[config.mk]
export PLATFORM = sky130hd
export DESIGN_NAME = mem_port_arbiter
export DESIGN_NICKNAME = d
export VERILOG_FILES = /design/src/rtl/mem_port_arbiter.sv
export SDC_FILE = /design/constraint.sdc
export NUM_CORES = 1
export LEC_CHECK = 0
export ABC_AREA = 1
export BUFFER_PORTS_ARGS = -buffer_cell sky130_fd_sc_hd__buf_2
export CORE_UTILIZATION = 40
export CTS_CLUSTER_SIZE = 20
export DETAILED_ROUTE_END_ITERATION = 12
export GPL_TIMING_DRIVEN = 0
export PLACE_DENSITY_LB_ADDON = 0.15
export SLEW_MARGIN = 20
export SYNTH_ARGS = -nofsm -noshare
export SYNTH_HDL_FRONTEND = slang
export SYNTH_SLANG_ARGS = --single-unit
export TNS_END_PERCENT = 100
[constraint.sdc]
create_clock -name clk -period 4.7 [get_ports clk]
set_input_delay 0.705 -clock clk [delete_from_list [all_inputs] [get_ports clk]]
set_output_delay 0.705 -clock clk [all_outputs]
set_load 0.02 [all_outputs]
[src/rtl/mem_port_arbiter.sv]
// mem_port_arbiter: shares one byte-wide RAM port between instruction fetch and the MEM stage
module mem_port_arbiter #(
    parameter int ADDR_WIDTH  = 32,
    parameter bit IF_PRIORITY = 1'b0
) (
    input  logic                  clk,
    input  logic                  rst_n,
    input  logic                  rdy,
    input  logic                  if_req_i,
    input  logic [ADDR_WIDTH-1:0] if_addr_i,
    input  logic                  if_flush_i,
    output logic                  if_done_o,
    output logic [31:0]           if_inst_o,
    input  logic                  mem_req_i,
    input  logic                  mem_we_i,
    input  logic [ADDR_WIDTH-1:0] mem_addr_i,
    input  logic [1:0]            mem_width_i,
    input  logic                  mem_sign_i,
    input  logic [31:0]           mem_wdata_i,
    output logic                  mem_done_o,
    output logic [31:0]           mem_rdata_o,
    input  logic [7:0]            ram_din_i,
    output logic [7:0]            ram_dout_o,
    output logic [ADDR_WIDTH-1:0] ram_a_o,
    output logic                  ram_wr_o
);
    typedef enum logic [1:0] {IDLE, ADDR, TAIL, DONE} state_t;
    state_t state, state_nx;
    logic                  own_if, we, sgn, if_ok, go, pick_if, flush_rd;
    logic [1:0]            k, last, wid;
    logic [ADDR_WIDTH-1:0] addr;
    logic [31:0]           wdata, word, rdata_ext;
    logic [23:0]           sh;

    assign if_ok    = if_req_i & ~if_flush_i;
    assign go       = rdy & (if_ok | mem_req_i);
    assign pick_if  = if_ok & (IF_PRIORITY | ~mem_req_i);
    assign flush_rd = own_if & if_flush_i;
    // read bytes enter from the top, so the last N bytes received sit in the upper N byte lanes
    assign word       = {ram_din_i, sh};
    assign ram_a_o    = state == ADDR ? addr + ADDR_WIDTH'(k) : '0;
    assign ram_wr_o   = state == ADDR && we;
    assign ram_dout_o = ram_wr_o ? wdata[{k, 3'b000} +: 8] : '0;
    assign if_done_o  = state == DONE && own_if;
    assign mem_done_o = state == DONE && !own_if;

    // load extension from the top-aligned assembled word
    always_comb rdata_ext = wid == 2'd0 ? {{24{sgn & word[31]}}, word[31:24]} :
                            wid == 2'd1 ? {{16{sgn & word[31]}}, word[31:16]} : word;

    // state register
    always_ff @(posedge clk or negedge rst_n)
        if (!rst_n) state <= IDLE;
        else        state <= state_nx;

    // next state: reads take a TAIL cycle to capture the final byte, IF reads abort on flush
    always_comb begin
        state_nx = state;
        case (state)
            IDLE:    state_nx = go ? ADDR : IDLE;
            ADDR:    state_nx = flush_rd ? IDLE : k != last ? ADDR : we ? DONE : TAIL;
            TAIL:    state_nx = flush_rd ? IDLE : DONE;
            default: state_nx = IDLE;
        endcase
    end

    // request latch, byte counter, read assembly and registered read results
    always_ff @(posedge clk or negedge rst_n) begin
        if (!rst_n) begin
            own_if      <= 1'b0;
            we          <= 1'b0;
            sgn         <= 1'b0;
            k           <= '0;
            last        <= '0;
            wid         <= '0;
            addr        <= '0;
            wdata       <= '0;
            sh          <= '0;
            if_inst_o   <= '0;
            mem_rdata_o <= '0;
        end else begin
            if (state == IDLE && go) begin
                own_if <= pick_if;
                we     <= ~pick_if & mem_we_i;
                addr   <= pick_if ? if_addr_i : mem_addr_i;
                last   <= pick_if | mem_width_i[1] ? 2'd3 : {1'b0, mem_width_i[0]};
                wid    <= pick_if ? 2'd2 : mem_width_i;
                sgn    <= mem_sign_i;
                wdata  <= mem_wdata_i;
                k      <= '0;
            end
            if (state == ADDR) k <= k + 2'd1;
            if (state == ADDR && k != 2'd0) sh <= word[31:8];
            if (state == TAIL && !flush_rd && own_if) if_inst_o <= word;
            if (state == TAIL && !own_if) mem_rdata_o <= rdata_ext;
        end
    end
endmodule
; After elaboration in Yosys (flattened, before gate mapping)
; Cells that the tools add are included.
[classes]
n_bitwise = 11
n_shift = 1
eq_ne = 5
addsub = 2
n_mux = 15
reduce_logical = 14
[op_table]
columns = cell, n
row1 = two-way mux 32 bit, 4
row2 = adder 32 x 2 -> 32 bit, 1
row3 = variable part select 32 x 6 -> 8 bit, 1
row4 = two-way mux 2 bit, 7
row5 = logical AND 1 bit, 8
row6 = two-way mux 8 bit, 1
row7 = bitwise AND 1 bit, 6
row8 = one-hot mux 2 bit (3 select lines), 1
row9 = equality test 2 x 1 -> 1 bit (second input constant), 2
row10 = equality test 2 bit (second input constant), 2
row11 = logical NOT 2 bit, 2
row12 = nonzero test 2 bit, 2
row13 = inverter 1 bit, 3
row14 = adder 2 x 1 -> 2 bit (second input constant), 1
row15 = logical NOT 1 bit, 2
row16 = two-way mux 1 bit, 2
row17 = inequality test 2 bit, 1
row18 = bitwise OR 1 bit, 2
[totals]
wordCells = 60
reg_bits = 163
inputBits = 114

; Depth between registers and ports, before layout
; Gate-level depths: netlist (run 1).
[depth]
word_depth = 7
mapped_depth = 10

; Worst setup path after synthesis (run 1)
; Ideal clock, no wire load.
[synth_path]
path_type = reg-to-output
from = register k[0]
to = output port ram_a_o[16]
required_time_ns = 3.995
setup_slack_ns = 2.256
path_stages_with_launch = 10
arrival_time_ns = 1.739
n_path_buf = 0
path_cell_list = dfrtp_1 ha_1 fa_1 nand2_1 nor2_1 nand2_1 nor2_1 nand2_1 o21ai_0 nor2_1
[synth_between]
elab_chain_len = 2
[synth_lines]
columns = item, line_no
row1 = from (decl), 30  ; logic [1:0] k, last, wid;
row2 = from (signal assigned), 92  ; if (state == ADDR) k <= k + 2'd1;
row3 = adder 32 x 2 -> 32 bit, 41  ; assign ram_a_o = state == ADDR ? addr + ADDR_WIDTH'(k) : '0;
row4 = two-way mux 32 bit, 41
row5 = to (decl), 24  ; output logic [ADDR_WIDTH-1:0] ram_a_o,
; Every way passes these cells.

; Worst setup path in the final report (run 1)
[layout_path]
from = register k[0]
to = output port ram_a_o[18]
; Same word-level chain as after synthesis.

==> results of run 1 <==
[logic make-up after synthesis]
logic type                 count (synthesis)
buffers and inverters                    154
DFF                                      162
adders and majority gates                  4
xor gates and xnor gates                   4
AOI/OAI and AO/OA                        245
and+or+nand+nor                          464
[synthesized netlist by cell type (18+ instances only)]
| cell type | number |
|---|---|
| nand2_1 | 293 |
| dfrtp_1 | 162 |
| nor2_1 | 124 |
| o21ai_0 | 103 |
| inv_1 | 95 |
| a21oi_1 | 56 |
| clkbuf_1 | 24 |
| nand3_1 | 21 |
| o211ai_1 | 21 |
| o21ai_1 | 20 |
| buf_2 | 18 |
[routing by layer]
metal  vias to the layer above  track usage  part of all wire
li1                       3845            -                 -
met1                      3626        0.374              0.49
met2                       210        0.404              0.45
met3                        22       0.0493             0.047
met4                         2       0.0532             0.010
met5                         -            0           0.00031
[critical path: stages, from the launching register on]
cell	delay [ns]
dfrtp_1	0.39
ha_1	0.25
fa_1	0.45
nand2_1	0.13
nor2_1	0.06
nand2_1	0.18
nor2_1	0.13
nand3_1	0.08
nand2_1	0.05
nor2_1	0.18
buf_2	0.20
[worst max-delay path by stage]
stage          startpoint         endpoint  slack, ns  cells past startpoint
3_3_place_gp        rst_n  mem_rdata_o[29]       0.29                      1
6_report             k[0]      ram_a_o[18]       1.45                     10
2_1_floorplan        k[0]      ram_a_o[16]       2.26                      9
3_5_place_dp         k[0]      ram_a_o[18]       1.93                     10
5_1_grt              k[0]      ram_a_o[16]       1.32                     10
4_1_cts              k[0]      ram_a_o[18]       1.46                     10
[through the flow]
step / hold slack [ns] / cells / setup slack [ns]
final: 0.206 / 1552 / 1.45
after global routing: 0.239 / 1551 / 1.32
after CTS: 0.231 / 1551 / 1.46
after detailed placement: 0.453 / 1519 / 1.93
after global placement: 0.449 / 1518 / 0.290
after floorplan: 0.409 / 1033 / 2.26
[registers in the layout, indices dropped and copies added, names as in the netlist, 2 cells and up]
name         flops
if_inst_o       32
last             2
wdata           32
k                2
addr            32
sh              24
state            2
mem_rdata_o     32
[cell type report]
type | instances | area (um2) | area share
flip-flops and latches | 162 | 4050 | 0.402
diodes | 1 | 2.50 | 0.000248
well taps | 265 | 332 | 0.0328
repair buffers | 221 | 1140 | 0.113
clock buffers | 17 | 425 | 0.0421
multi-input cells | 717 | 3340 | 0.331
plain buffers | 52 | 255 | 0.0253
inverters | 102 | 383 | 0.0379
clock inverters | 15 | 161 | 0.0160
[power by group through the flow]
stage               Combinational, mW  Sequential (mW)  Clock (mW)
global placement                 3.11             2.52           0
finish                           3.15             2.52        1.36
detailed placement               3.16             2.53           0
CTS                              3.17             2.51        1.39
floorplan                        1.81             2.70           0
global route                     3.52             2.59        1.45
==> impl_metrics.toml, run 1 <==
[outcome]
status = "finished clean"

[synth]
synth_mux_area_frac = 0
synthFlopType = "dfrtp_1"
synth-xor-area-share = 0.00436
synth_area_um2 = 8040
synth_edf_count = 0
ys_ff_latch = 162
synthArstFlopShare = 1.00
avgSynthCellArea_um2 = 7.78
yosys-top-cells-area = "dfrtp_1 (50%), nand2_1 (14%), o21ai_0 (6.4%), nor2_1 (5.8%), inv_1 (4.4%)"
synth-simple-area-share = 0.229
ys_seq_area_frac = 0.505
synth.distinct_cells = 30
synth_top_area_share = 0.505
syn_inst = 1033
synth_fa_ha_area_frac = 0.00716
synth_fp_nets = 1151
post-synth-top-area-cell = "dfrtp_1"
yosysWarnings = 0
synth_top_family_by_area = "simple AND/OR/NAND/NOR gates"
synth-compound-area-share = 0.175

[global_routing]
grt_use_total = 0.259
grt.overflow.total = 0
grt_max_degree = 99
grt_pass1_vias = 7420
antenna_found_initial = 2
grt_pass1_wl_mm = 40.2

[clock_network]
ctsResizeCount = 0
cts_buffers = 17
cts_tree = "yes"
clkLatencyLatePin_ns = 0.43
htree_levels = 4
root_buffer = "clkbuf_16"
cts_hold_buf = 0
clockBufferDepth = 2
post_cts_buffers = 0
clock-sinks = 162
clk_pin_slew_worst_paths_ns = 0.07

[power_and_ir_drop]
power_mw = 7.03
p_int_mw = 3.82
sw_frac_of_total = 0.458
comb_power_share = 0.447
p_switching_mw = 3.22
clockPowerShare = 0.194
p_seq_frac = 0.359
cellLeakagePower_nw = 5.15
powerDensity_nw_per_um2 = 697
peakVddDrop_v = 0.000331

[sta]
maxSlewHeadroom = 0.538
rsz0062_at_grt = "no"
clock-skew-final_ns = 0.0111
fmax_mhz = 308
worstMarginPinSlew_ns = 0.692
tns_ns = 0
fin_crit_ns = 3.25
hold_viol = 0
post-route-period-util = 0.690
setup_viol = 0
slew_violations = 0

[routing]
first_pass_iters = 5
via_per_inst = 4.96
ant_nets = 0
wire_per_inst_um = 16.6
drt_iter0_drc = 433
totalWireLength_mm = 25.7
via_count = 7705
drc_errors = 0

[placed_design]
hpwl_mm = 19.6
placed_area_um2 = 9510
port_buffers = 220
gp_congestion = 0.915

[finish]
mostFrequentLayoutCell = "nand2_1"
stdcell_area_um2 = 10100
fin_nets = 1391
mostFrequentLayoutCells = "nand2_1 (293), buf_2 (237), dfrtp_1 (162)"
areaGrowthSynthToFinish_pct = 25.6
fin_util = 0.515
nFillCells = 1997
layout-drive-gt1-share = 0.226

[hold_path]
hp-class = "in -> async"

[job]
drv_cap = 0

[die]
rows = 51
io-pin-count = 221
start_util = 0.410
core_area_um2 = 19600
dieWidth_um = 144
die_h_um = 144
dieArea_um2 = 20700

[critical_path]
cp_max_fo = 5
crit_required_ns = 3.99
reg2regPathDepth = 9
cp.arrival_ns = 2.54
start_kind = "flip-flop"
critical_path_class = "reg -> out"
r2r-start = "k[0]"
timing.rr.end = "sh[17]"
rrSetupSlack_ns = 2.32
end_kind = "output port"
No activity file was read; power rests on OpenSTA's default activity.
==> run 2: changes to the inputs <==
Settings changed: ABC_AREA 1 to 0.
Clock period 4.7 ns to 3.4 ns, I/O delays scaled along.
==> impl_metrics.toml, run 2 <==
[placed_design]
dp_slack_ns = 0.280
placed_area_um2 = 9260
hpwl_mm = 15.8
placedCellCount = 1183
port_buffers = 220
gp_congestion = 0.822

[synth]
synth_edf_count = 0
syn_inst = 702
synth_top_area_share = 0.520
ys_ff_latch = 162
yosys-top-cells-area = "dfrtp_1 (52%), mux2_2 (13%), mux2i_1 (5.3%), o21ai_0 (4.7%), nand2_1 (3.9%)"
avgSynthCellArea_um2 = 11.1
yosysWarnings = 0
synthFlopType = "dfrtp_1"
synth_area_um2 = 7800
post-synth-top-area-cell = "dfrtp_1"
ys_seq_area_frac = 0.520
synth.distinct_cells = 47
synth_fp_nets = 820
synthArstFlopShare = 1.00
yosysMostFrequentCell = "dfrtp_1"
synth_common_cells = "dfrtp_1 (162), mux2_2 (89), nand2_1 (81), o21ai_0 (74)"

[die]
core_area_um2 = 18900
rows = 50
io-pin-count = 221
dieWidth_um = 142
start_util = 0.413
dieArea_um2 = 20100
die_h_um = 142

[critical_path]
crit_cells = 8
crit_buf_inv = 2
slowest_stage = "or4_4"
cp.arrival_ns = 2.79
end_kind = "output port"
crit_required_ns = 2.89
cp_max_fo = 10
critical_path_class = "reg -> out"
reg2regPathDepth = 7
worstPathCellList = "ha_4 > fa_2 > nand4_1 > or4_4 > buf_6 > or4_1 > a21oi_2 > buf_4"
max_stage_delay_ns = 0.53
start_kind = "flip-flop"
path_delay_family = "simple AND/OR/NAND/NOR gates"

[global_routing]
grt_max_degree = 87
grt_use_total = 0.220
grt_pass1_wl_mm = 33.7
antenna_found_initial = 2
grt.overflow.total = 0
grt_pass1_vias = 6125

[clock_network]
clk_pin_slew_worst_paths_ns = 0.06
clockBufferDepth = 2
cts_hold_buf = 0
cts_tree = "yes"
clkLatencyLatePin_ns = 0.42
root_buffer = "clkbuf_16"
htree_levels = 4
cts_buffers = 17
clock-sinks = 162

[power_and_ir_drop]
cellLeakagePower_nw = 4.65
power_mw = 9.32
powerDensity_nw_per_um2 = 937
peakVddDrop_v = 0.000370

[job]
drv_cap = 0

[sta]
fmax_mhz = 303
tns_ns = 0
rsz0062_at_grt = "yes"
holdWs_ns = 0.100
setup_ws_ns = 0.0956
setup_viol = 0
maxSlewHeadroom = 0.406
clock-skew-final_ns = 0.00582
hold_viol = 0
worstMarginPinSlew_ns = 0.891
post-route-period-util = 0.972
fin_crit_ns = 3.30
slew_violations = 0

[routing]
via_per_inst = 5.20
totalWireLength_mm = 22.0
ant_nets = 0
drt_iter0_drc = 323
first_pass_iters = 6
wire_per_inst_um = 18.0
drc_errors = 0
via_count = 6359

[finish]
layoutNonFillerInstCount = 1222
mostFrequentLayoutCell = "buf_2"
nFillCells = 1817
fin_util = 0.526
areaGrowthSynthToFinish_pct = 27.4
fin_nets = 1066
mostFrequentLayoutCells = "buf_2 (217), dfrtp_1 (161), mux2_2 (89)"
stdcell_area_um2 = 9940
layout-drive-gt1-share = 0.390

[hold_path]
hp-class = "in -> async"

[outcome]
status = "finished clean"
==> run 2: changes by cell type in the layout (fill, tap and decap cells not counted), moves of 20 or more <==
cell      previous run  this run
buf_2              237       217
o21ai_0            103        74
mux2i_1              0        41
nand2_1            293        81
inv_1               95         5
mux2_2               0        89
nor2_1             124        25
o211ai_1            21         0
==> run 2: metal layers <==
metal	GRT usage	vias to the layer above	routed length, um
met3	0.0429	24	1130
met1	0.326	3119	10700
met2	0.323	188	9820
met5	0	-	16
li1	-	3026	-
met4	0.0719	2	333
==> run 2: power breakdown <==
part	internal, mW	total (mW)	switching [mW]
clock	1.09	1.90	0.812
sequential	2.82	3.59	0.765
combinational	1.66	3.83	2.17
total	5.57	9.32	3.75
==> run 2: repair_timing <==
item / in CTS / in global routing
hold endpoints to repair: 0 / 0
setup endpoints to repair: 9 / 11
buffers inserted: 3 / 3
pin swaps: 1 / 1
resized for setup: 6 / 12
==> run 2: worst reg2reg max path: cells and delay by family, from the launching register on <==
family	cells	cell delay (ns)
adders and majority gates	1	0.25
and+or+nand+nor	1	0.50
DFF	1	0.39
buffers and inverters	4	1.38
muxes	1	0.41
==> run 2: final timing paths <==
kind                                       from               to  slack [ns]
worst max-delay path                       k[0]      ram_a_o[22]         0.1
worst min register to register  mem_rdata_o[18]  mem_rdata_o[18]        0.48
min in group clk                mem_wdata_i[29]        wdata[29]        0.32
worst max register to register             k[0]           sh[11]        0.37
worst min-delay path                      rst_n  mem_rdata_o[22]        0.10
max in group asynchronous                 rst_n        wdata[17]        2.47
==> run 2: cell families (layout without fill, tap and decap cells) <==
family,count (synthesis),in the layout,synth area share
flops,162,162,0.520
buf+inv,53,312,0.0292
other cells,0,1,0
mux,138,138,0.204
fa+ha+maj,4,4,0.00738
compound gates,143,143,0.103
xor+xnor,14,14,0.0157
simple gates,188,188,0.120
==> run 2: cell type report <==
cell class	instances	area (um2)	share of cell area
tap	260	325	0.0327
antenna	1	2.50	0.000252
timing repair buffer	227	1200	0.120
buffer	48	210	0.0211
clock inverter	11	129	0.0130
inverter	5	18.8	0.00189
sequential	162	4060	0.408
clock buffer	21	440	0.0443
multi-input combinational	487	3560	0.358
